### src/rtl/hazard_pkg.sv
// Shared constants and state encoding for the hazard / MDU sequencing slice.
package hazard_pkg;

    typedef enum logic {
        ST_IDLE = 1'b0,
        ST_RUN  = 1'b1
    } mdu_state_t;

    localparam int MUL_LAT_DEF = 4;
    localparam int DIV_LAT_DEF = 32;

    localparam logic [4:0] REG_ZERO = 5'd0;

    // Counter width able to hold the longer of the two latencies.
    function automatic int cnt_width(input int mul_lat, input int div_lat);
        int m;
        m = (mul_lat > div_lat) ? mul_lat : div_lat;
        return (m < 1) ? 1 : $clog2(m + 1);
    endfunction

endpackage

### src/rtl/hazard_ctrl_mdu_seq.sv
// IDLE/RUN sequencer for the multi-cycle multiply/divide unit.
// A go strobe in IDLE loads LAT-1 and enters RUN; RUN lasts exactly LAT cycles,
// with done raised in the last one.
import hazard_pkg::*;

module mdu_seq #(
    parameter int MUL_LAT = MUL_LAT_DEF,
    parameter int DIV_LAT = DIV_LAT_DEF
) (
    input  logic clk,
    input  logic rst,
    input  logic go,
    input  logic div,
    output logic busy,
    output logic done
);

    localparam int CW = cnt_width(MUL_LAT, DIV_LAT);
    localparam logic [CW-1:0] MUL_LOAD = CW'(MUL_LAT - 1);
    localparam logic [CW-1:0] DIV_LOAD = CW'(DIV_LAT - 1);

    mdu_state_t    state_q, state_d;
    logic [CW-1:0] cnt_q, cnt_d;

    // State and down-counter registers; reset aborts any op in flight.
    always_ff @(posedge clk or posedge rst) begin
        if (rst) begin
            state_q <= ST_IDLE;
            cnt_q   <= '0;
        end else begin
            state_q <= state_d;
            cnt_q   <= cnt_d;
        end
    end

    // Next state: load on go, count down in RUN, leave RUN when the count hits 0.
    always_comb begin
        state_d = state_q;
        cnt_d   = cnt_q;
        case (state_q)
            ST_IDLE: begin
                if (go) begin
                    state_d = ST_RUN;
                    cnt_d   = div ? DIV_LOAD : MUL_LOAD;
                end
            end
            ST_RUN: begin
                if (cnt_q == '0) state_d = ST_IDLE;
                else             cnt_d   = cnt_q - 1'b1;
            end
            default: begin
                state_d = ST_IDLE;
                cnt_d   = '0;
            end
        endcase
    end

    // Outputs: busy for the whole RUN, done in its final cycle.
    always_comb begin
        busy = 1'b0;
        done = 1'b0;
        if (state_q == ST_RUN) begin
            busy = 1'b1;
            done = (cnt_q == '0);
        end
    end

endmodule

### src/rtl/hazard_ctrl.sv
// Pipeline hazard controller: load-use interlock, HI/LO and back-to-back MDU
// interlock, taken-branch flush, and MDU start sequencing.
import hazard_pkg::*;

module hazard_ctrl #(
    parameter int MUL_LAT = MUL_LAT_DEF,
    parameter int DIV_LAT = DIV_LAT_DEF
) (
    input  logic        clk,
    input  logic        rst,
    input  logic [4:0]  id_rs,
    input  logic [4:0]  id_rt,
    input  logic        id_use_rs,
    input  logic        id_use_rt,
    input  logic        ex_mem_r,
    input  logic [4:0]  ex_w_addr,
    input  logic        id_mdu_start,
    input  logic        id_mdu_div,
    input  logic        id_hilo_read,
    input  logic        ex_branch_taken,
    output logic        stall_if,
    output logic        stall_id,
    output logic        flush_id,
    output logic        bubble_ex,
    output logic        mdu_go,
    output logic        mdu_busy,
    output logic        mdu_done,
    output logic [15:0] stall_cycles
);

    logic lu, mh, stall, go, busy, done;
    logic [15:0] stall_cnt_q;

    // Hazard detection and start decision; a taken branch discards the ID
    // instruction, so it neither stalls nor starts the MDU.
    always_comb begin
        lu    = ex_mem_r && (ex_w_addr != REG_ZERO) &&
                ((id_use_rs && (id_rs == ex_w_addr)) ||
                 (id_use_rt && (id_rt == ex_w_addr)));
        mh    = busy && (id_hilo_read || id_mdu_start);
        stall = (lu || mh) && !ex_branch_taken;
        go    = id_mdu_start && !busy && !lu && !ex_branch_taken;
    end

    mdu_seq #(
        .MUL_LAT (MUL_LAT),
        .DIV_LAT (DIV_LAT)
    ) u_mdu_seq (
        .clk  (clk),
        .rst  (rst),
        .go   (go),
        .div  (id_mdu_div),
        .busy (busy),
        .done (done)
    );

    // Saturating count of stalled cycles.
    always_ff @(posedge clk or posedge rst) begin
        if (rst)                                   stall_cnt_q <= '0;
        else if (stall && (stall_cnt_q != 16'hFFFF)) stall_cnt_q <= stall_cnt_q + 16'd1;
    end

    // Output drive; everything is held low while reset is asserted.
    always_comb begin
        stall_if     = !rst && stall;
        stall_id     = !rst && stall;
        bubble_ex    = !rst && (stall || ex_branch_taken);
        flush_id     = !rst && ex_branch_taken;
        mdu_go       = !rst && go;
        mdu_busy     = !rst && busy;
        mdu_done     = !rst && done;
        stall_cycles = rst ? 16'd0 : stall_cnt_q;
    end

endmodule

### config.mk
export PLATFORM = sky130hd
export DESIGN_NAME = hazard_ctrl
export DESIGN_NICKNAME = d
export VERILOG_FILES = /design/src/rtl/hazard_pkg.sv /design/src/rtl/hazard_ctrl_mdu_seq.sv /design/src/rtl/hazard_ctrl.sv
export SDC_FILE = /design/constraint.sdc
export NUM_CORES = 1
export LEC_CHECK = 0
export ABC_AREA = 1
export BUFFER_PORTS_ARGS = -buffer_cell sky130_fd_sc_hd__buf_2
export CAP_MARGIN = 10
export CORE_MARGIN = 3
export CORE_UTILIZATION = 45
export CTS_CLUSTER_DIAMETER = 100
export CTS_CLUSTER_SIZE = 30
export DETAILED_ROUTE_END_ITERATION = 12
export GPL_TIMING_DRIVEN = 0
export PLACE_DENSITY = 0.75
export SLEW_MARGIN = 15
export SYNTH_ARGS = -nofsm -noshare
export SYNTH_HDL_FRONTEND = slang
export SYNTH_SLANG_ARGS = --single-unit
### constraint.sdc
create_clock -name clk -period 4 [get_ports clk]
set_input_delay 0.4 -clock clk [delete_from_list [all_inputs] [get_ports clk]]
set_output_delay 0.4 -clock clk [all_outputs]
set_load 0.01 [all_outputs]
==> reports/results.txt <==
Status: completed
Routed WL per cell: 11.2 um
Area contributors post-synth: dfrtp_1 32%, nand2_1 19%, inv_1 8.1%
Critical Path End: stall_if
Setup_tns: 0 ps
Post-synthesis sequential area ratio: 31.8%
FF+latch count, synth: 23
Hold_buf cts: 0
GRT Total Usage: 18.0%
Post-synthesis instance area: 1810 sq um
Post-Synth Adder-Cell Area: 1.38%
First-pass GRT wire length: 7290 um
GP Congestion: 0.892
Chip height: 69.4 um
Area delta synth->final: 18.5%
Diodes inserted: 0
Share of cells above drive strength 1: 20.1%
Clock buffer depth: 2
Final setup vio count: 0
Area share of the largest cell type after synthesis: 31.8%
Max Clk Rate: 449 MHz
Post-route ant nets: 0
Initial antenna violation count: 0
Total grt overflow: 0
Max H-tree Level: 1
Clk_skew: 2.21 ps
# rows: 22
Area of the multi-input gates: 1020 sq um
Cell count after synthesis: 283
Post-CTS Setup Inserts: 0
Rel. slew slack: 40.9%
Maximum vdd drop: 0.296 mV
Critical path's top delay family: simple AND/OR/NAND/NOR gates
Worst path depth: 14
Initial DRC count: 107
Clock Latency Late Sink: 260 ps
Ports: 47
Worst path required time: 3600 ps
Number of CTS-inserted buffers: 3
CP Max Fanout: 10
Cell variety after synth: 22
Fin crit period: 2230 ps
Post-synthesis compound-gate area fraction: 2.84%
RSZ-0062 raised after global routing: no
Period utilisation layout: 55.7%
Number of gates resized after cts: 0
LEAKAGE: 1.23 nW
R2R Setup Slk: 2140 ps
CTS root buf: clkbuf_8
Initial DRT Pass Iterations: 4
Most frequent CP cell: nand2_1
Largest family of logic cells by synthesized area: simple AND/OR/NAND/NOR gates
Pin count of the biggest net entering global routing: 24
CP Capture Type: output port
Crit path cell chain: buf_2 > inv_2 > nand2_1 > nand2_1 > nor2_1 > nand3_1 > nand2_1 > nand2_1 > nand2_4 > buf_2 > nand2_1 > nor2_1 > buf_4 > buf_2
R2R depth: 8
CTS tree: yes
Syn Nets: 309
Crit. Startpoint: ex_w_addr[4]
Post-DP HPWL: 3290 um
Fin util: 56.8%
Final net count: 360
Hold Path Class: flip-flop to flip-flop
Synth Area per Inst: 6.39 sq um
Vias in the first global route: 1669
Die Width: 69.4 um
Power per Cell Area: 409 nW/um^2
Arr. time, crit path: 1830 ps
Initial core utilization: 47.9%
Register area: 576 sq um
Fill count: 371
Warnings, synthesis: 0
Slowest CP cell: buf_2
Worst-path clk slew: 80 ps
RR Endpoint: stall_cnt_q[3]
IO buf count: 46
Kind of critical path: primary input to output port
Clk sinks: 23
Worst r2r src: stall_cnt_q[0]
Simple-Gate Fraction of Synth Area: 45.2%
Largest area contributor in the netlist: dfrtp_1
Final Hold Viols: 0
Worst-margin pin slew: 885 ps
DR vias: 1883
Multiplexer area fraction after synthesis: 0%
Post-Synth XOR/XNOR Area: 6.78%
Crit path largest cell delay: 230 ps
Die area: 4810 sq um
CP bufs+invs: 5
Max-cap viol count: 0
Core footprint: 3770 sq um
Vias per cell: 4.94
Total Wirelength: 4260 um
Startpoint types: primary input
Slew Viols, Final: 0
DRC violations left: 0
layer usage:
metal,GRT usage (%),wire [um],part of all wire (%),vias up
li1,-,-,-,986
met1,25.4,2100,49,841
met2,28.7,1890,44,49
met3,3.04,222,5.2,7
met4,4.34,46,1.1,0
met5,0,0,0,-
cells in the mapped netlist (all sizes together):
library cell	instances
a31oi	1
buf	7
clkbuf	3
dfrtp	23
ha	2
inv	43
nand2	94
nand3	16
nand3b	1
nand4	21
nor2	38
nor3	11
o21ai	9
xor2	14
where the power goes:
group,internal [mW],switching [mW],total [mW]
clock,0.0711,0.0748,0.146
combinational,0.144,0.252,0.395
sequential,0.289,0.0453,0.334
total,0.504,0.372,0.876
cell type report:
cell class	instances	area share (%)
plain buffers	10	2.57
well taps	48	2.80
repair buffers	46	10.7
inverters	43	7.53
clock buffers	4	2.10
flip-flops and latches	23	26.9
multi-input cells	207	47.4
cells in the final DEF, fill, tap and decap left out, types with 7 or more instances in the layout:
master,instances
o21ai_1,7
nand4_1,21
nor2_1,37
inv_1,39
buf_2,51
xor2_1,14
nand3_1,13
dfrtp_1,23
nor3_1,10
nand2_1,93
how the worst min path moves through the flow:
stage,slack (ps),endpoint,cells past startpoint,start
after CTS,480,stall_cnt_q[9],2,stall_cnt_q[9]
after global placement,460,stall_cnt_q[9],2,stall_cnt_q[9]
after floorplan,440,stall_cnt_q[9],2,stall_cnt_q[9]
after global routing,510,stall_cnt_q[9],2,stall_cnt_q[9]
final,480,stall_cnt_q[9],2,stall_cnt_q[9]
after detailed placement,460,stall_cnt_q[9],2,stall_cnt_q[9]
per-stage QoR:
step	hold WS, ps	instance area, sq um	cells	worst slack [ps]	total power [mW]
finish	483	2140	381	1770	0.876
global route	510	2140	381	1540	0.954
CTS	485	2140	381	1750	0.883
detailed placement	464	2100	377	1760	0.734
global placement	459	2100	377	1770	0.729
floorplan	442	1810	283	2060	0.632
tightest hold or removal path, delay by kind of cell, from the launching register on:
kind / cells / cell delay (ps)
flip-flops: 1 / 360
AND/OR/NAND/NOR: 2 / 90
cells by family after synthesis:
logic type,count (synthesis)
and+or+nand+nor,181
buffers and inverters,53
DFF,23
xor gates and xnor gates,14
AOI/OAI and AO/OA,10
adders and majority gates,2
state kept, by name, summed over array words and instances, names as in the netlist:
register / count
stall_cnt_q: 16
u_mdu_seq.cnt_q: 6
u_mdu_seq.state_q: 1
No activity file was read; power rests on OpenSTA's default activity.
